## src/rtl/rv_pkg.sv

```systemverilog
`default_nettype none
// +----------------------------------------------------------------------+
// | rv : shared RISC-V front-end types and instruction-length decode     |
// | Revision: 1.0                                                        |
// +----------------------------------------------------------------------+
package rv;

  typedef logic [15:0] rv_parcel_t;

  typedef enum logic [2:0] {
    SIZE_16   = 3'd0,
    SIZE_32   = 3'd1,
    SIZE_48   = 3'd2,
    SIZE_64   = 3'd3,
    SIZE_VAR  = 3'd4,
    SIZE_RSVD = 3'd5
  } rv_inst_size_t;

  typedef enum logic [0:0] {
    RV_ALIGNER_RUN  = 1'b0,
    RV_ALIGNER_HALT = 1'b1
  } rv_aligner_state_t;

  localparam int unsigned RV_ALIGNER_DEPTH = 4;

  // Standard RISC-V length encoding taken from the first parcel only.
  function automatic rv_inst_size_t rv_get_inst_size(input rv_parcel_t hdr);
    rv_inst_size_t size;
    if (hdr[1:0] != 2'b11)           size = SIZE_16;
    else if (hdr[4:2] != 3'b111)     size = SIZE_32;
    else if (hdr[5] == 1'b0)         size = SIZE_48;
    else if (hdr[6] == 1'b0)         size = SIZE_64;
    else if (hdr[14:12] != 3'b111)   size = SIZE_VAR;
    else                             size = SIZE_RSVD;
    return size;
  endfunction

endpackage
`default_nettype wire

```

## src/rtl/rv_parcel_buffer.sv

```systemverilog
`default_nettype none
// +----------------------------------------------------------------------+
// | rv_parcel_buffer : 4-entry 16-bit parcel shift buffer                |
// | Pops 0/1/2 from the head and appends 0/1/2 in the same cycle.        |
// | Revision: 1.0                                                        |
// +----------------------------------------------------------------------+
module rv_parcel_buffer
  import rv::*;
(
  input  logic       clk,
  input  logic       rst,
  input  logic       clear,
  input  logic [1:0] push_cnt,
  input  rv_parcel_t push_p0,
  input  rv_parcel_t push_p1,
  input  logic [1:0] pop_cnt,
  output rv_parcel_t p0,
  output rv_parcel_t p1,
  output logic [2:0] count
);

  rv_parcel_t r_parcels [RV_ALIGNER_DEPTH];
  rv_parcel_t w_next    [RV_ALIGNER_DEPTH];
  logic [2:0] w_src     [RV_ALIGNER_DEPTH];
  logic [2:0] r_count;
  logic [2:0] w_rem;
  logic [2:0] w_next_count;

  // Survivors shift down by pop_cnt; new parcels land right after them.
  always_comb begin
    w_rem        = r_count - {1'b0, pop_cnt};
    w_next_count = w_rem + {1'b0, push_cnt};
    for (int i = 0; i < RV_ALIGNER_DEPTH; i++) begin
      w_src[i]  = 3'(i) + {1'b0, pop_cnt};
      w_next[i] = r_parcels[i];
      if (3'(i) < w_rem)
        w_next[i] = r_parcels[w_src[i][1:0]];
      else if ((3'(i) == w_rem) && (push_cnt != 2'd0))
        w_next[i] = push_p0;
      else if ((3'(i) == (w_rem + 3'd1)) && (push_cnt == 2'd2))
        w_next[i] = push_p1;
    end
  end

  always_ff @(posedge clk) begin
    if (rst || clear) begin
      r_count <= 3'd0;
      for (int i = 0; i < RV_ALIGNER_DEPTH; i++) r_parcels[i] <= '0;
    end else begin
      r_count <= w_next_count;
      for (int i = 0; i < RV_ALIGNER_DEPTH; i++) r_parcels[i] <= w_next[i];
    end
  end

  assign p0    = r_parcels[0];
  assign p1    = r_parcels[1];
  assign count = r_count;

endmodule
`default_nettype wire

```

## src/rtl/rv_inst_aligner.sv

```systemverilog
`default_nettype none
// +----------------------------------------------------------------------+
// | rv_inst_aligner : fetch-word to instruction aligner                  |
// | Splits fetch words into parcels and emits one 16/32-bit instruction. |
// | Revision: 1.0                                                        |
// +----------------------------------------------------------------------+
module rv_inst_aligner
  import rv::*;
#(
  parameter logic [31:0] RESET_PC = 32'h0
) (
  input  logic        clk,
  input  logic        rst,
  input  logic        flush,
  input  logic        fetch_valid,
  output logic        fetch_ready,
  input  logic [31:0] fetch_data,
  input  logic [31:0] fetch_pc,
  input  logic        fetch_offset,
  output logic        inst_valid,
  input  logic        inst_ready,
  output logic [31:0] inst_data,
  output logic [31:0] inst_pc,
  output logic        inst_compressed,
  output logic        inst_illegal
);

  rv_aligner_state_t r_state;
  rv_aligner_state_t w_state_next;
  rv_parcel_t        w_p0;
  rv_parcel_t        w_p1;
  logic [2:0]        w_count;
  rv_inst_size_t     w_size;
  logic              w_is16;
  logic              w_is32;
  logic              w_bad_len;
  logic              w_fire_in;
  logic              w_fire_out;
  logic [1:0]        w_pop_cnt;
  logic [1:0]        w_push_cnt;
  rv_parcel_t        w_push_p0;
  rv_parcel_t        w_push_p1;
  logic [2:0]        w_rem;
  logic [31:0]       r_head_pc;

  rv_parcel_buffer u_buf (
    .clk      (clk),
    .rst      (rst),
    .clear    (flush),
    .push_cnt (w_push_cnt),
    .push_p0  (w_push_p0),
    .push_p1  (w_push_p1),
    .pop_cnt  (w_pop_cnt),
    .p0       (w_p0),
    .p1       (w_p1),
    .count    (w_count)
  );

  assign w_size    = rv_get_inst_size(w_p0);
  assign w_is16    = (w_size == SIZE_16);
  assign w_is32    = (w_size == SIZE_32);
  assign w_bad_len = !w_is16 && !w_is32;

  // State register
  always_ff @(posedge clk) begin
    if (rst) r_state <= RV_ALIGNER_RUN;
    else     r_state <= w_state_next;
  end

  // Next-state logic
  always_comb begin
    w_state_next = r_state;
    if (flush)
      w_state_next = RV_ALIGNER_RUN;
    else if (w_fire_out && w_bad_len)
      w_state_next = RV_ALIGNER_HALT;
  end

  // Output logic; everything on the decode side comes from registers.
  always_comb begin
    fetch_ready     = !rst && !flush && (r_state == RV_ALIGNER_RUN) && (w_count <= 3'd2);
    inst_valid      = (r_state == RV_ALIGNER_RUN) &&
                      (w_is32 ? (w_count >= 3'd2) : (w_count >= 3'd1));
    inst_data       = w_is32 ? {w_p1, w_p0} : {16'h0, w_p0};
    inst_pc         = r_head_pc;
    inst_compressed = inst_valid && w_is16;
    inst_illegal    = inst_valid && w_bad_len;
  end

  assign w_fire_in  = fetch_valid && fetch_ready;
  assign w_fire_out = inst_valid && inst_ready && !flush && !rst;

  // Illegal headers are never popped so they stay visible while halted.
  always_comb begin
    w_pop_cnt = 2'd0;
    if (w_fire_out && w_is16) w_pop_cnt = 2'd1;
    if (w_fire_out && w_is32) w_pop_cnt = 2'd2;
  end

  always_comb begin
    w_push_cnt = 2'd0;
    if (w_fire_in) w_push_cnt = fetch_offset ? 2'd1 : 2'd2;
    w_push_p0  = fetch_offset ? fetch_data[31:16] : fetch_data[15:0];
    w_push_p1  = fetch_data[31:16];
  end

  assign w_rem = w_count - {1'b0, w_pop_cnt};

  // An empty buffer re-seeds the PC from the fetch address.
  always_ff @(posedge clk) begin
    if (rst)
      r_head_pc <= RESET_PC;
    else if (flush)
      r_head_pc <= r_head_pc;
    else if (w_fire_in && (w_rem == 3'd0))
      r_head_pc <= fetch_pc + (fetch_offset ? 32'd2 : 32'd0);
    else
      r_head_pc <= r_head_pc + {29'd0, w_pop_cnt, 1'b0};
  end

endmodule
`default_nettype wire

```

## config.mk

```make
export PLATFORM = sky130hd
export DESIGN_NAME = rv_inst_aligner
export DESIGN_NICKNAME = d
export VERILOG_FILES = /design/src/rtl/rv_pkg.sv /design/src/rtl/rv_parcel_buffer.sv /design/src/rtl/rv_inst_aligner.sv
export SDC_FILE = /design/constraint.sdc
export NUM_CORES = 1
export LEC_CHECK = 0
export BUFFER_PORTS_ARGS = -buffer_cell sky130_fd_sc_hd__buf_4
export CAP_MARGIN = 20
export CORE_MARGIN = 5
export CORE_UTILIZATION = 52
export DETAILED_ROUTE_END_ITERATION = 8
export PLACE_DENSITY = 0.86
export SYNTH_ARGS = -nofsm -noshare
export SYNTH_HDL_FRONTEND = slang
export SYNTH_SLANG_ARGS = --single-unit
```

## constraint.sdc

```tcl
create_clock -name clk -period 5.9 [get_ports clk]
set_input_delay 1.18 -clock clk [delete_from_list [all_inputs] [get_ports clk]]
set_output_delay 1.18 -clock clk [all_outputs]
set_load 0.01 [all_outputs]
```

-- After elaboration in Yosys (flattened, before gate mapping)
Memories as Yosys holds them, arrays and structs flattened.
Cells that the tools add are included.
- bits in registers: 36
- bits in writable memories: 64
- input bits: 70
- output and inout port bits: 68
- logic and storage cells: 105
- memories kept: 1
- memory list (memory ; words ; bits a word ; read ports ; clocked after Yosys merged registers in ; wr ports ; RTL line ; source):
    u_buf.r_parcels ; 4 ; 16 ; 6 ; 0 ; 4 ; rv_parcel_buffer.sv:22 ; rv_parcel_t r_parcels [RV_ALIGNER_DEPTH];
- add/subtract/negate cells: 8
- magnitude comparators: 7
- equality and inequality tests: 13
- mux-type cells: 33
- bitwise operators: 5
- reductions and logical operators: 35
- operators by type and width (kind ; number):
    2-to-1 mux 16 bit ; 17
    2-to-1 mux 32 bit ; 2
    adder 32 x 2 -> 32 bit ; 1
    adder 32 x 3 -> 32 bit ; 1
    logical AND 1 bit ; 23
    equality test 2 x 3 -> 1 bit, first input constant ; 4
    2-to-1 mux 3 bit ; 4
    != test 3 bit, second input constant ; 4
    zero test 3 bit ; 3
    2-to-1 mux 2 bit ; 4
    equality test 1 x 3 -> 1 bit, first input constant ; 2
    < comparator 1 x 3 -> 1 bit, first input constant ; 2
    < comparator 2 x 3 -> 1 bit, first input constant ; 2
    2-to-1 mux 1 bit ; 6
    adder 2 bit, first input constant ; 2
    zero test 1 bit ; 4
    bitwise OR 1 bit ; 4
    AND reduction 2 bit ; 2
    adder 3 x 1 -> 3 bit, second input constant ; 1
    adder 3 x 2 -> 3 bit ; 1
    equality test 3 x 1 -> 1 bit, second input constant ; 1
    >= comparator 3 x 1 -> 1 bit, second input constant ; 1
    >= comparator 3 x 2 -> 1 bit, second input constant ; 1
    less-or-equal comparator 3 x 2 -> 1 bit, second input constant ; 1
    other kinds (8) ; 8

-- Depth between registers and ports, before layout
An unclocked memory read counts as a cell.
- depth in word-level cells: 24
- gate-level depth with buffers: 19
- mapped depth without buffers: 13

-- Cells and area by module
A second synthesis with hierarchy kept.
- cell total of the unflattened synthesis: 951
- area total of the unflattened synthesis: 8286.7 um^2
- by module, submodules not included (module ; times used ; cells an instance ; area each (um^2) ; seq. area each (um^2)):
    rv_parcel_buffer ; 1 ; 511 ; 4971.0 ; 1661.6
    rv_inst_aligner ; 1 ; 440 ; 3315.7 ; 660.6

-- Worst setup path before layout
OpenSTA, ideal clock, no wires.
- kind: input-to-reg
- from: in rst
- to: mem u_buf.r_parcels[3][0] (netlist bit), enable pin
- setup time: 0.447 ns
- data arrival time: 5.458 ns
- data required time: 5.453 ns
- path slack: -0.005 ns
- stages: 12
- path buffers: 4
- cells stage by stage: clkbuf_1 nor2_1 nand3_2 inv_2 buf_4 buf_2 ha_1 inv_1 fa_1 clkbuf_1 nand2_1 o311ai_0
- RTL lines (what ; RTL line ; source):
    start, declared ; rv_inst_aligner.sv:13 ; input logic rst,
    end, declared ; rv_parcel_buffer.sv:22 ;

==> summary.txt <==
Status
  • Status: complete, no violations

Power and ir drop
  • Seq pwr share: a little under half
  • Clk network pwr share: 37.3%
  • Switching share of power: 27.0%
  • Pleak: 3.31 nW
  • Net Switching: 0.427 mW
  • Tot Pwr: about 1.6 mW
  • Max VDD drop: between 150 and 200 uV
  • Combinational share of power: 14.7%
  • Internal: 1.15 mW
  • PwrDens: 179 nW/um^2

STA
  • Final Skew: between 0.01 and 0.015 ns
  • Max-slew violation count: 0
  • Least-Margin Pin Slew: 1.04 ns
  • Setup repair after global routing missed its margin: false
  • Final Cycle Share: 86.7%
  • Final setup vio count: 0
  • TNS Setup: 0 ns
  • Rel. slew slack: 30.2%
  • Final worst slack: 0.787 ns
  • Crit path time final: roughly 5.1 ns
  • Fmax: 0.196 GHz
  • Hold Violations, Final: 0

Global routing
  • Largest net degree at the start of global routing: 53
  • Initial antenna violation count: 0
  • All-Layer GR Usage: 28.0%
  • Vias in the first global route: between 7000 and 8000
  • Global route overflow: 0
  • First-pass GRT wire length: about 38000 um

Layout
  • Final Util: 63.1%
  • Commonest non-fill, non-tap cell in the layout: buf_4
  • Nets: 1141
  • Most frequent cells in the layout: buf_4 (155), nand2_1 (113), a21oi_1 (105)
  • N_diodes: 0
  • Area delta synth->final: 18.3%
  • Share of cells above drive strength 1: 19.6%

Logic synthesis
  • Sequential element share of the synthesized area: a little under a third
  • Avg Inst Size Synth: ~7.7 sq um
  • Number of synthesized flops with an enable pin: 32
  • Post-synth top area cell: dfxtp_1
  • Post-synth ARST share: 0%
  • Syn Nets: 1048
  • FF+latch count, synth: 100
  • Synth cell types: 72
  • Post-synth top area share: 18.2%
  • Yosys synthesis warning count: 0
  • Top FF cell, synth: dfxtp_1
  • Cell Area, Synth: 7470 sq um
  • Synth Instances: around 970
  • Largest cells by area after synthesis: dfxtp_1 (18%), edfxtp_1 (13%), mux2i_1 (7.9%)

Die
  • Starting Density: 53.4%
  • Floorplan die height: 130 um
  • Die area: 16900 sq um
  • Die W: 130 um
  • Core box area: 14000 sq um
  • I/O pin cnt: 138
  • Rows: 43

Setup path
  • Crit-path max FO: 20
  • R2R Setup Slk: approximately 0.8 ns
  • CP required: 6.15 ns
  • Startpoint types: register
  • Critical Path AT: ~5.4 ns
  • Critical path class: register to register
  • Worst Setup End Kind: register

CTS
  • Hold buffers post-CTS: 0
  • Clk root buf: clkbuf_16
  • Postcts setup bufs: 0
  • Clock buffer depth: 2
  • H-tree depth: 3
  • CTS tree: yes
  • Post-cts sizing count: 0
  • Clock latency on the worst-skew pair: between 0.3 and 0.4 ns
  • Clock slew at reported path FFs: 0.07 ns
  • Clk sinks: 100
  • TritonCTS buffer count: 9

Detailed routing
  • DR DRC count: 0
  • 1st-pass router iterations: 6
  • Drt total wl: 24300 um
  • Drt initial violations: 1117
  • Total number of vias: 8208
  • Vias per cell: 6.58
  • ANT nets after route: 0
  • Post-DR wirelength/cell: 19.5 um

Job
  • Maxcap violations: 0

Hold path
  • Hold WC Path Type: register to register

Place
  • DPL Wire Length: 16500 um
  • Dpl ws: 0.757 ns
  • Placer Congestion: between 0.9 and 1
  • PortBufs: 137
[cell usage after synthesis (3+ instances only)]
cell type / n
a211oi_1: 6
a21oi_1: 105
a22oi_1: 8
a311oi_1: 11
a31oi_1: 13
a41oi_1: 3
and2_1: 6
and3_1: 26
and4_1: 7
buf_1: 6
buf_2: 10
clkbuf_1: 52
clkbuf_8: 4
dfxtp_1: 68
edfxtp_1: 32
fa_1: 3
ha_1: 6
inv_1: 10
mux2_2: 14
mux2i_1: 59
nand2_1: 113
nand2b_1: 5
nand3_1: 35
nand4_1: 14
nor2_1: 99
nor2b_1: 14
nor3_1: 20
nor3b_1: 3
nor4_1: 8
o211ai_1: 26
o21ai_0: 72
o221a_2: 4
o22ai_1: 23
or2_2: 3
or3_1: 4
or4_1: 5
xnor2_1: 17
xor2_1: 13
[cell type report]
| cell class | instances | area, sq um |
|---|---|---|
| repair buffers | 156 | 1170 |
| flip-flops and latches | 100 | 2320 |
| well taps | 180 | 225 |
| clock inverters | 3 | 18.8 |
| multi-input cells | 782 | 4770 |
| fillers | 1194 | 5160 |
| inverters | 13 | 48.8 |
| clock buffers | 13 | 272 |
[stage by stage]
stage	hold slack, ns	cell area [sq um]	std cells
4_1_cts	0.476	8820	1246
3_3_place_gp	0.454	8530	1229
3_5_place_dp	0.464	8530	1230
6_report	0.475	8830	1247
2_1_floorplan	0.467	7470	969
5_1_grt	0.492	8830	1247
[state kept, by name (all words and copies together), names as in the netlist]
name             count
u_buf.r_parcels     64
inst_pc             32
u_buf.count          3
r_state              1
[metal layers]
| metal | global-route usage, % | vias to the layer above | wire length (um) |
|---|---|---|---|
| li1 | - | 3751 | - |
| met2 | 44.9 | 525 | 11100 |
| met3 | 6.88 | 94 | 2960 |
| met5 | 0 | - | 0 |
| met4 | 10.5 | 0 | 771 |
| met1 | 36.6 | 3838 | 9420 |
[power groups by stage]
stage               Clock (mW)  Sequential [mW]  Combinational, mW
floorplan                    0            0.770              0.122
detailed placement           0            0.773              0.226
global placement             0            0.772              0.221
CTS                      0.591            0.757              0.227
finish                   0.590            0.759              0.232
global route             0.620            0.761              0.252
[worst paths after layout]
check,cells past startpoint,from,to
max,13,u_buf.r_parcels[0][1],u_buf.r_parcels[1][14]
min,2,inst_pc[0],inst_pc[0]
max reg2reg,13,u_buf.r_parcels[0][1],u_buf.r_parcels[1][14]
min reg2reg,2,inst_pc[0],inst_pc[0]
[critical path, cell delays in order (launching register included)]
cell	delay, ns
dfxtp_1	0.34
and2_1	0.43
nor3_2	0.24
buf_4	0.32
nand3_2	0.42
inv_2	0.17
ha_1	0.16
inv_1	0.05
fa_1	0.60
nor2_1	0.37
nand3_1	0.61
nand2b_1	0.84
o21ai_0	0.22
o22ai_1	0.22
[cell families after synthesis]
family,after synthesis,synth area share (%)
AO/OA/AOI/OAI,291,23.4
XOR/XNOR,30,3.52
adder cells (fa/ha/maj),9,1.81
buffers and inverters,87,5.18
flip-flops,100,31.1
multiplexers,73,10.0
AND/OR/NAND/NOR,379,24.9
Power figures use the tool's default switching activity.
